<file path="config.mk">
export PLATFORM = sky130hd
export DESIGN_NAME = llabs
export DESIGN_NICKNAME = d
export VERILOG_FILES = /design/src/rtl/llabs_pkg.sv /design/src/rtl/llabs_vga_timing.sv /design/src/rtl/llabs.sv
export SDC_FILE = /design/constraint.sdc
export NUM_CORES = 1
export LEC_CHECK = 0
export CAP_MARGIN = 40
export CORE_AREA = 8 8 241 266
export DETAILED_ROUTE_END_ITERATION = 6
export DIE_AREA = 0 0 249 274
export PLACE_DENSITY_LB_ADDON = 0.2
export SYNTH_ARGS = -nofsm -noshare
export SYNTH_HDL_FRONTEND = slang
export SYNTH_SLANG_ARGS = --single-unit
</file>
<file path="constraint.sdc">
create_clock -name Clck -period 14.25 [get_ports Clck]
set_input_delay 2.85 -clock Clck [delete_from_list [all_inputs] [get_ports Clck]]
set_output_delay 2.85 -clock Clck [all_outputs]
set_load 0.02 [all_outputs]
</file>
<file path="src/rtl/llabs_pkg.sv">
// Shared constants and types for the llabs VGA board renderer:
// raster timing, board geometry, cell/status codes and the colour palette.
package llabs_pkg;

  // Horizontal raster timing, in pixel clocks.
  localparam int H_VISIBLE    = 640;
  localparam int H_FRONT      = 16;
  localparam int H_SYNC       = 96;
  localparam int H_BACK       = 48;
  localparam int H_TOTAL      = H_VISIBLE + H_FRONT + H_SYNC + H_BACK;
  localparam int H_SYNC_START = H_VISIBLE + H_FRONT;
  localparam int H_SYNC_END   = H_SYNC_START + H_SYNC;

  // Vertical raster timing, in lines.
  localparam int V_VISIBLE    = 480;
  localparam int V_FRONT      = 10;
  localparam int V_SYNC       = 2;
  localparam int V_BACK       = 33;
  localparam int V_TOTAL      = V_VISIBLE + V_FRONT + V_SYNC + V_BACK;
  localparam int V_SYNC_START = V_VISIBLE + V_FRONT;
  localparam int V_SYNC_END   = V_SYNC_START + V_SYNC;

  // Width of the raster counters (both fit 0..799).
  localparam int CNT_W = 10;

  // Board geometry defaults: 16x16 cells of 16x16 pixels.
  localparam int BOARD_X0_DEF = 192;
  localparam int BOARD_Y0_DEF = 112;
  localparam int CELL_PX_DEF  = 16;
  localparam int BOARD_CELLS  = 16;
  localparam int BOARD_BITS   = BOARD_CELLS * BOARD_CELLS * 2;

  // Stone disc: (2dx-15)^2 + (2dy-15)^2 <= STONE_R2 for the default cell size.
  localparam int STONE_R2 = 196;

  typedef enum logic [1:0] {
    EMPTY = 2'b00,
    BLACK = 2'b01,
    WHITE = 2'b10,
    RSVD  = 2'b11
  } cell_e;

  typedef enum logic [1:0] {
    IDLE    = 2'b00,
    P1_TURN = 2'b01,
    P2_TURN = 2'b10,
    OVER    = 2'b11
  } status_e;

  typedef struct packed {
    logic [9:0] r;
    logic [9:0] g;
    logic [9:0] b;
  } rgb_t;

  localparam rgb_t COL_BLANK   = '{r: 10'h000, g: 10'h000, b: 10'h000};
  localparam rgb_t COL_CURSOR  = '{r: 10'h3FF, g: 10'h000, b: 10'h000};
  localparam rgb_t COL_BLACK   = '{r: 10'h040, g: 10'h040, b: 10'h040};
  localparam rgb_t COL_WHITE   = '{r: 10'h3FF, g: 10'h3FF, b: 10'h3FF};
  localparam rgb_t COL_GRID    = '{r: 10'h000, g: 10'h000, b: 10'h000};
  localparam rgb_t COL_WOOD    = '{r: 10'h320, g: 10'h260, b: 10'h0C0};
  localparam rgb_t COL_ST_IDLE = '{r: 10'h100, g: 10'h100, b: 10'h100};
  localparam rgb_t COL_ST_P1   = '{r: 10'h000, g: 10'h000, b: 10'h200};
  localparam rgb_t COL_ST_P2   = '{r: 10'h280, g: 10'h280, b: 10'h280};
  localparam rgb_t COL_ST_OVER = '{r: 10'h000, g: 10'h300, b: 10'h000};

  // Bit offset of cell (x,y) inside the packed board vector: x*2 + y*32.
  function automatic logic [8:0] CO_TO_OFFSET(input logic [3:0] x, input logic [3:0] y);
    return {y, 5'b0_0000} + {4'b0000, x, 1'b0};
  endfunction

endpackage

</file>
<file path="src/rtl/llabs_vga_timing.sv">
// 640x480@60 raster generator: divides the system clock by two for the
// pixel clock and runs the h/v counters on the pixel-enable edge.
module llabs_vga_timing
  import llabs_pkg::*;
(
  input  logic             clk_i,
  input  logic             rst_n_i,
  output logic             pe_o,
  output logic             pix_clk_o,
  output logic [CNT_W-1:0] h_o,
  output logic [CNT_W-1:0] v_o,
  output logic             hsync_o,
  output logic             vsync_o,
  output logic             active_o,
  output logic             frame_start_o
);

  logic             toggle_q, toggle_d;
  logic [CNT_W-1:0] h_q, h_d;
  logic [CNT_W-1:0] v_q, v_d;
  logic             h_last, v_last;

  assign h_last = (h_q == CNT_W'(H_TOTAL - 1));
  assign v_last = (v_q == CNT_W'(V_TOTAL - 1));

  // Next state: toggle every clock; advance the raster only when the toggle is high.
  always_comb begin
    toggle_d = ~toggle_q;
    h_d      = h_q;
    v_d      = v_q;
    if (toggle_q) begin
      if (h_last) begin
        h_d = '0;
        v_d = v_last ? '0 : v_q + 1'b1;
      end else begin
        h_d = h_q + 1'b1;
      end
    end
  end

  // State register with synchronous active-low reset.
  always_ff @(posedge clk_i) begin
    if (!rst_n_i) begin
      toggle_q <= 1'b0;
      h_q      <= '0;
      v_q      <= '0;
    end else begin
      toggle_q <= toggle_d;
      h_q      <= h_d;
      v_q      <= v_d;
    end
  end

  // The pixel clock falls on exactly the edges where the counters move.
  assign pe_o          = toggle_q;
  assign pix_clk_o     = toggle_q;
  assign h_o           = h_q;
  assign v_o           = v_q;
  assign hsync_o       = (h_q >= CNT_W'(H_SYNC_START)) && (h_q < CNT_W'(H_SYNC_END));
  assign vsync_o       = (v_q >= CNT_W'(V_SYNC_START)) && (v_q < CNT_W'(V_SYNC_END));
  assign active_o      = (h_q < CNT_W'(H_VISIBLE)) && (v_q < CNT_W'(V_VISIBLE));
  // Last pixel of the frame on a moving edge: the safe point to sample new inputs.
  assign frame_start_o = toggle_q && h_last && v_last;

endmodule

</file>
<file path="src/rtl/llabs.sv">
// Direct-drive VGA renderer for the 16x16 five-in-a-row board. Each pixel is
// computed on the fly from a per-frame snapshot of board, status and cursor.
module llabs
  import llabs_pkg::*;
#(
  parameter int BOARD_X0 = BOARD_X0_DEF,
  parameter int BOARD_Y0 = BOARD_Y0_DEF,
  parameter int CELL_PX  = CELL_PX_DEF
) (
  input  logic                  Clck,
  input  logic                  Reset,
  input  logic [BOARD_BITS-1:0] board,
  input  logic [1:0]            gaming_status,
  input  logic [3:0]            pointer_loc_x,
  input  logic [3:0]            pointer_loc_y,
  output logic                  VGA_CLK,
  output logic                  VGA_HS,
  output logic                  VGA_VS,
  output logic                  VGA_BLANK_N,
  output logic                  VGA_SYNC_N,
  output logic [9:0]            VGA_R,
  output logic [9:0]            VGA_G,
  output logic [9:0]            VGA_B
);

  localparam int CELL_SH   = $clog2(CELL_PX);
  localparam int OFF_W     = CELL_SH + 4;
  localparam int BOARD_PX  = CELL_PX * BOARD_CELLS;
  localparam int SQ_W      = 2 * CELL_SH;
  // Stone radius scales with the cell size (196 for 16-pixel cells).
  localparam int STONE_LIM = STONE_R2 * CELL_PX * CELL_PX / (CELL_PX_DEF * CELL_PX_DEF);

  // Raster timing
  logic             pe, pix_clk, hsync, vsync, active, frame_start;
  logic [CNT_W-1:0] h, v;

  llabs_vga_timing u_timing (
    .clk_i        (Clck),
    .rst_n_i      (Reset),
    .pe_o         (pe),
    .pix_clk_o    (pix_clk),
    .h_o          (h),
    .v_o          (v),
    .hsync_o      (hsync),
    .vsync_o      (vsync),
    .active_o     (active),
    .frame_start_o(frame_start)
  );

  // Per-frame input snapshot
  logic [BOARD_BITS-1:0] board_q;
  status_e               status_q;
  logic [3:0]            ptr_x_q, ptr_y_q;

  // Registered outputs
  logic hs_q, vs_q, blank_n_q;
  logic hs_d, vs_d;
  rgb_t pix_q, pix_d;

  // Board-relative geometry
  logic               in_board;
  logic [OFF_W-1:0]   ox, oy;
  logic [3:0]         cx, cy;
  logic [CELL_SH-1:0] dx, dy;
  cell_e              cell_code;
  logic               cursor_hit, stone_hit, grid_hit;

  assign in_board = (h >= CNT_W'(BOARD_X0)) && (h < CNT_W'(BOARD_X0 + BOARD_PX)) &&
                    (v >= CNT_W'(BOARD_Y0)) && (v < CNT_W'(BOARD_Y0 + BOARD_PX));

  assign ox = OFF_W'(h - CNT_W'(BOARD_X0));
  assign oy = OFF_W'(v - CNT_W'(BOARD_Y0));
  assign cx = ox[OFF_W-1 -: 4];
  assign cy = oy[OFF_W-1 -: 4];
  assign dx = ox[CELL_SH-1:0];
  assign dy = oy[CELL_SH-1:0];

  assign cell_code = cell_e'(board_q[CO_TO_OFFSET(cx, cy) +: 2]);

  // Distance from the cell centre per axis: |2d - (CELL_PX-1)|, always odd,
  // so the disc is symmetric about the middle of the cell.
  logic [CELL_SH-1:0] d_ax   [2];
  logic [CELL_SH-1:0] mag_ax [2];
  logic [SQ_W-1:0]    sq_ax  [2];

  assign d_ax[0] = dx;
  assign d_ax[1] = dy;

  for (genvar gi = 0; gi < 2; gi++) begin : g_axis
    logic [CELL_SH:0] twice;
    assign twice      = {d_ax[gi], 1'b0};
    assign mag_ax[gi] = d_ax[gi][CELL_SH-1]
                      ? CELL_SH'(twice - (CELL_SH+1)'(CELL_PX - 1))
                      : CELL_SH'((CELL_SH+1)'(CELL_PX - 1) - twice);
    assign sq_ax[gi]  = SQ_W'(mag_ax[gi]) * SQ_W'(mag_ax[gi]);
  end

  assign stone_hit = ((SQ_W+1)'(sq_ax[0]) + (SQ_W+1)'(sq_ax[1])) <= (SQ_W+1)'(STONE_LIM);

  // Cursor ring sits one pixel inside the grid lines of the selected cell.
  assign cursor_hit = (cx == ptr_x_q) && (cy == ptr_y_q) &&
                      ((dx == CELL_SH'(1)) || (dx == CELL_SH'(CELL_PX - 2)) ||
                       (dy == CELL_SH'(1)) || (dy == CELL_SH'(CELL_PX - 2)));

  // Each cell draws its own left/top line; the far edge closes the grid.
  assign grid_hit = (dx == '0) || (dy == '0) ||
                    (h == CNT_W'(BOARD_X0 + BOARD_PX - 1)) ||
                    (v == CNT_W'(BOARD_Y0 + BOARD_PX - 1));

  assign hs_d = ~hsync;
  assign vs_d = ~vsync;

  // Pixel colour for the current raster position, highest priority first.
  always_comb begin
    pix_d = COL_BLANK;
    if (active) begin
      if (in_board) begin
        if (cursor_hit) begin
          pix_d = COL_CURSOR;
        end else if (stone_hit && (cell_code == BLACK)) begin
          pix_d = COL_BLACK;
        end else if (stone_hit && (cell_code == WHITE)) begin
          pix_d = COL_WHITE;
        end else if (grid_hit) begin
          pix_d = COL_GRID;
        end else begin
          pix_d = COL_WOOD;
        end
      end else begin
        case (status_q)
          IDLE:    pix_d = COL_ST_IDLE;
          P1_TURN: pix_d = COL_ST_P1;
          P2_TURN: pix_d = COL_ST_P2;
          OVER:    pix_d = COL_ST_OVER;
          default: pix_d = COL_ST_IDLE;
        endcase
      end
    end
  end

  // Snapshot the controller's state once per frame so a frame never tears.
  always_ff @(posedge Clck) begin
    if (!Reset) begin
      board_q  <= '0;
      status_q <= IDLE;
      ptr_x_q  <= '0;
      ptr_y_q  <= '0;
    end else if (frame_start) begin
      board_q  <= board;
      status_q <= status_e'(gaming_status);
      ptr_x_q  <= pointer_loc_x;
      ptr_y_q  <= pointer_loc_y;
    end
  end

  // Register sync, blank and colour together so they stay pixel-aligned.
  always_ff @(posedge Clck) begin
    if (!Reset) begin
      hs_q      <= 1'b1;
      vs_q      <= 1'b1;
      blank_n_q <= 1'b0;
      pix_q     <= COL_BLANK;
    end else if (pe) begin
      hs_q      <= hs_d;
      vs_q      <= vs_d;
      blank_n_q <= active;
      pix_q     <= pix_d;
    end
  end

  assign VGA_CLK     = pix_clk;
  assign VGA_HS      = hs_q;
  assign VGA_VS      = vs_q;
  assign VGA_BLANK_N = blank_n_q;
  assign VGA_SYNC_N  = 1'b0;
  assign VGA_R       = pix_q.r;
  assign VGA_G       = pix_q.g;
  assign VGA_B       = pix_q.b;

endmodule

</file>
======== Yosys cells after proc, flatten, opt, wreduce, memory -nomap -nowiden ========
Index checks and enable logic that the tools add are counted.
word-level totals
  flip-flop bits (word level) ............. 576
  bits of input ports ..................... 524
  output and inout bits ................... 35
  logic and storage cells ................. 88
cells by class
  $add $sub $neg .......................... 10
  multipliers ............................. 2
  order comparisons ....................... 11
  equal/unequal tests ..................... 15
  shift operators ......................... 1
  mux-type cells .......................... 11
  bitwise logic cells ..................... 3
  reduce and logical (&&, ||, !) cells .... 22
operator list
  operator               number
  $shiftx 512x10->2      1
  $mux 30                6
  $pmux 30 s4            1
  $lt 10x9->1 const B    4
  $add 10x1->10 const B  2
  $eq 10x10->1 const B   2
  $eq 10x9->1 const B    2
  $lt 10x10->1 const B   2
  $mux 10                2
  $mul 4x4->8            2
  $logic_and 1x1->1      12
  $ge 10x10->1 const B   1
  $ge 10x7->1 const B    1
  $ge 10x8->1 const B    1
  $ge 10x9->1 const B    1
  $add 8x8->9            1
  $add 9x5->9            1
  $le 9x8->1 const B     1
  $eq 4x1->1 const B     2
  $eq 4x4->1             2
  $eq 4x4->1 const B     2
  $logic_not 4->1        2
  $mux 4                 2
  $sub 4x4->4 const A    2
  9 further kinds        20

======== Logic depth before layout (Yosys ltp) ========
Gate-level depths: netlist (run 1).
  depth in word-level cells ............... 12
  mapped depth ............................ 24
  mapped depth without buffers ............ 24

======== Hierarchy ========
A second synthesis (run 1) with hierarchy kept.
second synthesis, totals
  cell total of the unflattened synthesis .. 2474
  area, all modules ....................... 26320.2 µm²
by module, submodules not included
  module            instances  cells an instance  area each (µm²)  sequential area each (µm²)
  llabs             1          2345               25215.4          10810.4
  llabs_vga_timing  1          129                1104.8           420.4

======== Least setup slack after synthesis (run 1) ========
OpenSTA, ideal clock, no wires.
  path kind ............................... flip-flop to flip-flop
  from .................................... reg u_timing.v_q[3], in the netlist u_timing.v_o[3]
  to ...................................... reg pix_q (netlist bit VGA_G[9])
  library setup time ...................... 0.083 ns
  data arrival time ....................... 5.116 ns
  required time ........................... 14.167 ns
  setup slack ............................. 9.052 ns
  stages on the path, launching flop included .. 22
  path buffers ............................ 1
  clock period less this slack ............ 5.198 ns
  cells stage by stage .................... dfxtp_1 > clkbuf_1 > inv_1 > ha_1 > inv_1 > ha_1 > or2_2 > fa_1 > fa_1 > inv_1 > fa_1 > inv_1 > ha_1 > a21o_1 > a21oi_1 > xnor2_1 > a32oi_1 > o2111ai_1 > nand3_1 > o211ai_2 > nand2_1 > o221ai_1
between the ends
  longest elaborated chain between the ends .. 11
  elaborated cells on any way between the ends .. 35
  classes of those cells .................. add/sub: 3; mul: 1; order compare: 4; eq/ne: 6; shift: 1; mux: 7; reduce/logical: 13
ends and longest elaborated chain
  item                                                    RTL line                    source
  from (decl)                                             llabs_vga_timing.sv:20      logic [CNT_W-1:0] v_q, v_d;
  from (signal assigned)                                  llabs_vga_timing.sv:50      v_q <= v_d;
  $sub 8x7->8                                             llabs.sv:72                 assign oy = OFF_W'(v - CNT_W'(BOARD_Y0));
  $mux 4 / $logic_not 4->1 (equally long branches)        llabs.sv:93, llabs.sv:106
  $mul 4x4->8 / $logic_or 1x1->1 (equally long branches)  llabs.sv:95, llabs.sv:106
  $add 8x8->9 / $logic_or 1x1->1 (equally long branches)  llabs.sv:98, llabs.sv:106
  $le 9x8->1 / $logic_or 1x1->1 (equally long branches)   llabs.sv:98, llabs.sv:107
  $logic_and 1x1->1 / $mux 30 (equally long branches)     llabs.sv:122, llabs.sv:124
  $mux 30                                                 llabs.sv:122                end else if (stone_hit && (cell_code == WHITE)) begin
  $mux 30                                                 llabs.sv:120                end else if (stone_hit && (cell_code == BLACK)) begin
  $mux 30                                                 llabs.sv:118                if (cursor_hit) begin
  $mux 30                                                 llabs.sv:117                if (in_board) begin
  $mux 30 *                                               llabs.sv:116                if (active) begin
  to (signal assigned)                                    llabs.sv:167                pix_q <= pix_d;
  to (decl)                                               llabs.sv:58                 rgb_t pix_q, pix_d;
Mark *: on every way between the ends. The rest lies on a longest branch, timed or not.
A chain may end at the register's enable or synchronous reset.

======== Worst setup path in the final report (run 1) ========
  from .................................... reg u_timing.h_q[6], in the netlist u_timing.h_o[6]
  to ...................................... reg pix_q (netlist bit VGA_R[9])
between the ends
  longest elaborated chain between the ends .. 10
  elaborated cells on any way between the ends .. 26
  classes of those cells .................. add/sub: 2; order compare: 3; eq/ne: 4; shift: 1; mux: 6; reduce/logical: 10
ends and longest elaborated chain
  item                    RTL line                source
  from (decl)             llabs_vga_timing.sv:19  logic [CNT_W-1:0] h_q, h_d;
  from (signal assigned)  llabs_vga_timing.sv:45  h_q <= '0;
  from (signal assigned)  llabs_vga_timing.sv:49  h_q <= h_d;
  $sub 8x8->8             llabs.sv:71             assign ox = OFF_W'(h - CNT_W'(BOARD_X0));
  $add 9x5->9             llabs_pkg.sv:69         return {y, 5'b0_0000} + {4'b0000, x, 1'b0};
  $shiftx 512x10->2       llabs.sv:78             assign cell_code = cell_e'(board_q[CO_TO_OFFSET(cx, cy) +: 2]);
  $eq 2x2->1              llabs.sv:122
  $logic_and 1x1->1       llabs.sv:122
  $mux 30                 llabs.sv:122
  $mux 30                 llabs.sv:120
  $mux 30                 llabs.sv:118
  $mux 30                 llabs.sv:117
  $mux 30 *               llabs.sv:116
Marks and branches as above.

==> run summary, run 1 <==
R2r setup slk = 8.66 ns
FILL cells = 5,254
Switching pwr = 0.757 mW
Final setup fails = 0
Core outline area = 59,400 um2
Setup_tns = 0 ns
CP bufs+invs = 3
Crit-path max cell delay = 0.81 ns
Via density = 5.40
Routed wire length = 91,500 um
Worst-path clk slew = 0.06 ns
Leakage = 11.4 nW
CP Cell Sequence = inv_2 > ha_2 > clkinv_1 > nand2_1 > o22ai_1 > a2111oi_0 > buf_1 > o311ai_1 > o21ai_2 > o21ai_1 > a21boi_1 > o21ai_0
Slew Viols, Final = 0
DPL Wire Length = 66,500 um
Iter 0 DRT Violations = 1,603
H-Tree Depth = 2
Synth Area per Inst = 8.77 um2
Status = completed
Commonest cells after routing, fill and taps aside = nand2_1 (1,108), dfxtp_1 (557), clkdlybuf4s50_1 (556), a21boi_0 (522), mux4_2 (97)
Worst hold path depth = 2
Max frequency = 179 MHz
Final Hold Violating Endpoints = 0
Final net count = 3,994
Worst skew pair latency = 0.63 ns
Via count = 22,900
Synthesized area = 26,500 um2
Switching part of the total power = 0.219
Cells after synthesis = 3,022
Hold Crit Start = VGA_BLANK_N$_SDFFE_PN0P_
Gr usage total = 0.256
Synth cell types = 68
CP startpoint = u_timing.h_o[6]$_SDFFE_PN0P_
CP Max Fanout = 26
Final antenna-violating net count = 0
Minimum clock period = 5.59 ns
Drt drc = 0
Worst path arrival time = 6.07 ns
I/O Buffers = 557
Worst rel slew slack = 0.0897
Top FF cell, synth = dfxtp_1
Worst R2R Start = u_timing.h_o[6]$_SDFFE_PN0P_
Cell internal pwr = 2.70 mW
Power per cell area = 101 nW/um2
Pin count of the biggest net entering global routing = 241
CTS resizes = 0
Std cell rows = 94
First-pass GRT wire length = 138,000 um
Vias in the first global route = 23,400
Clock network fraction of design power = 0.459
Die Footprint = 68,200 um2
Die Y = 274 um
Root Driver = clkbuf_16
Sequential-to-total area share from yosys stat = 0.424
Antenna violations before repair = 12
RSZ-0062 raised after global routing = no
Post-CTS Setup Bufs = 0
FF+latch count, synth = 561
Net Count, Synth = 3,598
Async S/R FF share, synth = 0
Starting Density = 0.446
Worst r2r path cells = 12
Finished Core Util = 0.578
VDD IR-drop max = 89.9 uV
Die Span X = 249 um
Crit-path slowest cell = ha_2
FF+latch area = 11,200 um2
Critical path class = reg -> reg
P&R area growth vs syn = 29.4%
Crit share post-route = 0.393
Most common cell after layout, fill and taps aside = nand2_1
Worst setup margin = 8.66 ns
Drt wl/cell = 21.6 um
Hold buffers post-CTS = 0
Reg-to-reg endpoint = VGA_R[9]$_SDFFE_PN0P_
RD Place Congestion = 0.890
1st-pass router iterations = 5
Hold Path Sink = VGA_BLANK_N$_SDFFE_PN0P_
Top delay family on crit path = compound AO/OA/AOI/OAI gates
Slew @ Worst Pin = 1.37 ns
Req. time, crit path = 14.73 ns
Post-synth EDFFs = 0
Critical Path Sink Type = flip-flop
Max_cap viols = 0
Grt ovf = 0
Clock skew = 0.0277 ns
TritonCTS Sinks = 561
Share of cells above drive strength 1 = 0.0831
Yosys warns = 0
Pre-CTS setup slack = 8.68 ns
Ports = 559
Worst-case clock buffer depth = 3
Worst Hold Class = reg -> reg
Worst setup SP type = flip-flop
Comb pwr share = 0.087
Flop pwr share = 0.454
CTS tree = yes
Area taken by multi-input logic gates = 14,000 um2
Num CTS Buffers = 56
## worst max-delay path by stage
stage	slack [ns]	end	cells after the start
after floorplan	9.05	VGA_G[9]$_SDFFE_PN0P_	21
after global placement	8.36	VGA_R[9]$_SDFFE_PN0P_	11
after detailed placement	8.68	VGA_R[9]$_SDFFE_PN0P_	24
after CTS	8.64	VGA_R[9]$_SDFFE_PN0P_	24
after global routing	8.23	VGA_R[9]$_SDFFE_PN0P_	24
final	8.66	VGA_R[9]$_SDFFE_PN0P_	12
## cell usage after synthesis, types with 4 or more instances
cell type | instances | area share
inv_1 | 42 | 0.0059
xnor2_1 | 22 | 0.0073
nand3_1 | 14 | 0.0026
a211oi_1 | 11 | 0.0031
o221ai_1 | 7 | 0.0023
buf_4 | 25 | 0.0071
nor3_1 | 20 | 0.0038
o22ai_1 | 28 | 0.0066
mux4_2 | 97 | 0.082
nand2_1 | 1108 | 0.16
xor2_1 | 14 | 0.0046
nor2b_1 | 15 | 0.0035
o21ai_1 | 9 | 0.0017
fa_1 | 10 | 0.0076
clkbuf_1 | 137 | 0.019
a22oi_1 | 13 | 0.0037
buf_2 | 77 | 0.015
and2_1 | 4 | 0.00094
ha_1 | 42 | 0.020
dfxtp_1 | 561 | 0.42
nand2b_1 | 9 | 0.0021
mux2_2 | 45 | 0.019
nor2_1 | 32 | 0.0045
nor4_1 | 10 | 0.0024
a21oi_1 | 21 | 0.0040
a21boi_0 | 522 | 0.15
nand4_1 | 13 | 0.0031
buf_6 | 5 | 0.0021
o21ai_0 | 19 | 0.0036
mux2i_1 | 23 | 0.0087
mux4_1 | 6 | 0.0059
## kinds of logic (layout without fill, tap and decap cells)
group / count (synthesis) / after routing / synth area share
compound gates: 661 / 661 / 0.183
xor+xnor: 36 / 36 / 0.0119
fa+ha+maj: 52 / 52 / 0.0274
buf+inv: 292 / 734 / 0.0505
flops: 561 / 561 / 0.424
mux: 172 / 172 / 0.117
other cells: 1 / 11 / 0.000141
simple gates: 1247 / 1247 / 0.187
## per-stage QoR
| step | cell area (um2) | std cells | total power, mW | hold slack (ns) |
|---|---|---|---|---|
| 2_1_floorplan | 26500 | 3022 | 1.71 | 0.436 |
| 3_3_place_gp | 32100 | 4115 | 1.91 | 0.435 |
| 3_5_place_dp | 32300 | 4128 | 1.91 | 0.436 |
| 4_1_cts | 34300 | 4232 | 3.48 | 0.446 |
| 5_1_grt | 34300 | 4241 | 3.57 | 0.461 |
| 6_report | 34300 | 4242 | 3.46 | 0.442 |
## tightest hold or removal path, delay by kind of cell, from the launching register on
kind | cells | cell delay (ns)
simple gates | 2 | 0.09
flops | 1 | 0.31
## final cells by class
class	count	area share
antenna	10	0.000730
tap	768	0.0280
sequential	561	0.328
timing repair buffer	586	0.173
inverter	44	0.00482
clock buffer	84	0.0504
multi-input combinational	2169	0.407
clock inverter	20	0.00788
## routing by layer
metal,part of all wire,vias up,GRT usage
met4,0.028,4,0.0849
met3,0.060,144,0.0490
met5,0.00029,-,0
met2,0.50,676,0.450
li1,-,11000,-
met1,0.41,11100,0.314
## power groups by stage
stage                     sequential, mW  clock [mW]  combinational, mW
after global placement              1.61           0              0.299
after floorplan                     1.61           0              0.106
after CTS                           1.57        1.61              0.301
after global routing                1.57        1.68              0.323
final                               1.57        1.59              0.300
after detailed placement            1.61           0              0.299
## flip-flops by register name, summed over array words and instances, names as in the netlist
signal / cells
u_timing.pe_o: 1
u_timing.h_o: 10
ptr_y_q: 4
VGA_B: 3
VGA_R: 6
VGA_G: 6
VGA_BLANK_N: 1
VGA_VS: 1
u_timing.v_o: 10
board_q: 512
status_q: 2
ptr_x_q: 4
VGA_HS: 1
Note: power is estimated with default switching activity, not from simulation.
==> run 2: changes to the inputs <==
==> constraint.sdc (replaced) <==
create_clock -name Clck -period 4.58 [get_ports Clck]
set_input_delay 0.916 -clock Clck [delete_from_list [all_inputs] [get_ports Clck]]
set_output_delay 0.916 -clock Clck [all_outputs]
set_load 0.02 [all_outputs]
==> run summary, run 2 (synthesis results as in run 1) <==
Status = complete, but fails checks
Failing checks = setup timing
TritonCTS Sinks = 561 (unchanged)
Worst path arrival time = 5.49 ns (-0.58 ns)
Worst R2R Start = u_timing.h_o[3]$_SDFFE_PN0P_
H-Tree Depth = 2 (unchanged)
Leakage = 11.7 nW (+2.5%)
Crit-path max cell delay = 0.53 ns (-0.28 ns)
Root Driver = clkbuf_16
Max frequency = 202 MHz (+13%)
Hold Crit Start = VGA_BLANK_N$_SDFFE_PN0P_
Starting Density = 0.446 (unchanged)
First-pass GRT wire length = 139,000 um (+0.86%)
Most common cell after layout, fill and taps aside = nand2_1
Final net count = 4,041 (+1.2%)
R2r setup slk = -0.38 ns (-9.03 ns)
Iter 0 DRT Violations = 1,904 (+19%)
Minimum clock period = 4.96 ns (-0.639 ns)
I/O Buffers = 557 (unchanged)
Crit path top cell by count = fa_1
Die Y = 274 um (unchanged)
DPL Wire Length = 67,800 um (+1.9%)
Worst skew pair latency = 0.62 ns (about the same)
CP Max Fanout = 4 (-85%)
Pre-CTS setup slack = -0.424 ns (-9.11 ns)
Clock network fraction of design power = 0.464 (+0.005)
DP Cell Count = 4,168 (+0.97%)
Switching part of the total power = 0.216 (-0.00299)
Final instance area = 34,900 um2 (+1.8%)
Hold Path Sink = VGA_BLANK_N$_SDFFE_PN0P_
Slew @ Worst Pin = 0.983 ns (-0.383 ns)
Commonest cells after routing, fill and taps aside = nand2_1 (1,107), clkdlybuf4s50_1 (556), dfxtp_1 (555), a21boi_0 (522), mux4_2 (97)
Num CTS Buffers = 57 (+1.8%)
P&R area growth vs syn = 31.7%
Worst Hold Class = reg -> reg
CP Depth = 24 (+12)
Worst-path clk slew = 0.06 ns (about the same)
Ports = 559 (unchanged)
Drt drc = 0 (unchanged)
Slew Viols, Final = 0 (unchanged)
Cell internal pwr = 8.63 mW (+220%)
Max_cap viols = 0 (unchanged)
Via density = 5.39 (-0.27%)
Std cell rows = 94 (unchanged)
Critical Path Sink Type = flip-flop
Worst-case clock buffer depth = 3 (unchanged)
Pin count of the biggest net entering global routing = 242 (+0.41%)
Switching pwr = 2.38 mW (+210%)
Drt wl/cell = 21.5 um (-0.56%)
Core outline area = 59,400 um2 (unchanged)
Via count = 23,100 (+0.70%)
Antenna violations before repair = 8 (-4)
Worst r2r path cells = 24 (+12)
Grt ovf = 0 (unchanged)
Clock skew = 0.0194 ns (-0.00831 ns)
Gr usage total = 0.258 (+0.00223)
VDD IR-drop max = 265 uV (+190%)
Worst setup margin = -0.376 ns (-9.03 ns)
Worst hold path depth = 2 (unchanged)
Crit-path slowest cell = fa_1
Crit share post-route = 1.08 (+0.689)
Power per cell area = 315 nW/um2 (+210%)
Vias in the first global route = 23,700 (+1.2%)
Die Span X = 249 um (unchanged)
Post-Layout Cell Count = 4,283 (+0.97%)
Reg-to-reg endpoint = VGA_G[4]$_SDFFE_PN0P_
Comb pwr share = 0.092 (+0.005)
RSZ-0062 raised after global routing = yes
Largest register FFs = 512 (unchanged)
CP Cell Sequence = inv_4 > ha_4 > inv_4 > ha_4 > inv_2 > fa_1 > inv_1 > fa_1 > fa_1 > inv_2 > fa_1 > inv_1 > ha_2 > inv_2 > fa_2 > nor2b_1 > o21ai_1 > and2_1 > a32oi_1 > o2111ai_2 > buf_4 > nor3_4 > nand2_2 > o21ai_2
Critical path class = reg -> reg
Worst setup SP type = flip-flop
1st-pass router iterations = 5 (unchanged)
CTS tree = yes
Dpl cell area = 32,700 um2 (+1.4%)
Flop pwr share = 0.444 (-0.010)
Die Footprint = 68,200 um2 (unchanged)
Final setup fails = 15 (+15)
Hold buffers post-CTS = 0 (unchanged)
Biggest register = board_q
Top delay family on crit path = adder cells
Final Hold Violating Endpoints = 0 (unchanged)
RD Place Congestion = 0.866 (-2.6%)
Req. time, crit path = 5.11 ns (-9.62 ns)
Share of cells above drive strength 1 = 0.103 (+0.0201)
Routed wire length = 91,900 um (+0.40%)
Final antenna-violating net count = 0 (unchanged)
WHS = 0.441 ns (-0.000931 ns)
CP bufs+invs = 8 (+5)
Worst rel slew slack = 0.345 (+0.255)
==> run 2: worst max path at each step <==
stage | start | end | slack, ns
3_3_place_gp | u_timing.h_o[3]$_SDFFE_PN0P_ | VGA_G[4]$_SDFFE_PN0P_ | -0.35
4_1_cts | u_timing.h_o[3]$_SDFFE_PN0P_ | VGA_B[9]$_SDFFE_PN0P_ | -0.44
5_1_grt | u_timing.h_o[3]$_SDFFE_PN0P_ | VGA_G[4]$_SDFFE_PN0P_ | -0.60
6_report | u_timing.h_o[3]$_SDFFE_PN0P_ | VGA_G[4]$_SDFFE_PN0P_ | -0.38
2_1_floorplan | u_timing.h_o[0]$_SDFFE_PN0P_ | VGA_R[9]$_SDFFE_PN0P_ | -0.18
3_5_place_dp | u_timing.h_o[3]$_SDFFE_PN0P_ | VGA_G[4]$_SDFFE_PN0P_ | -0.42
==> run 2: repair_timing <==
action | in CTS | in global routing
cloned | 0 | 0
gates resized for setup | 5 | 10
endpoints found under the hold margin | 0 | 0
setup endpoints to repair | 15 | 15
pin swaps | 6 | 8
buffers inserted | 3 | 3
==> run 2: per-layer routing <==
metal | vias up | track usage | part of all wire
met1 | 11200 | 0.324 | 0.42
met4 | 2 | 0.0857 | 0.030
met3 | 135 | 0.0469 | 0.057
met5 | - | 0 | 0.00018
li1 | 11100 | - | -
met2 | 699 | 0.446 | 0.49
==> run 2: per-stage QoR <==
step	TNS [ns]	utilization	total power, mW
floorplan	-1.30	-	5.36
global placement	-4.43	0.551	5.97
finish	-4.70	0.588	11.0
CTS	-5.33	0.587	11.1
detailed placement	-5.31	0.551	5.98
global route	-8.02	0.588	11.4
==> run 2: worst min-delay path: cells and delay by family, from the launching register on <==
kind	cells	cell delay (ns)
flops	1	0.31
simple gates	2	0.09
==> run 2: layout make-up <==
class	instances	area, um2
antenna	7	17.5
clock buffer	78	1720
clock inverter	24	352
fill	5231	24500
inverter	44	175
multi-input combinational	2169	14100
sequential	561	11300
tap	768	961
timing repair buffer	632	6380
==> run 2: power by group through the flow <==
stage                     logic, mW  registers, mW  clock network, mW
after floorplan               0.356           5.00                  0
after global placement        0.977           4.99                  0
after detailed placement      0.987           4.99                  0
after CTS                     0.998           4.88               5.19
after global routing           1.08           4.88               5.39
final                          1.01           4.89               5.11
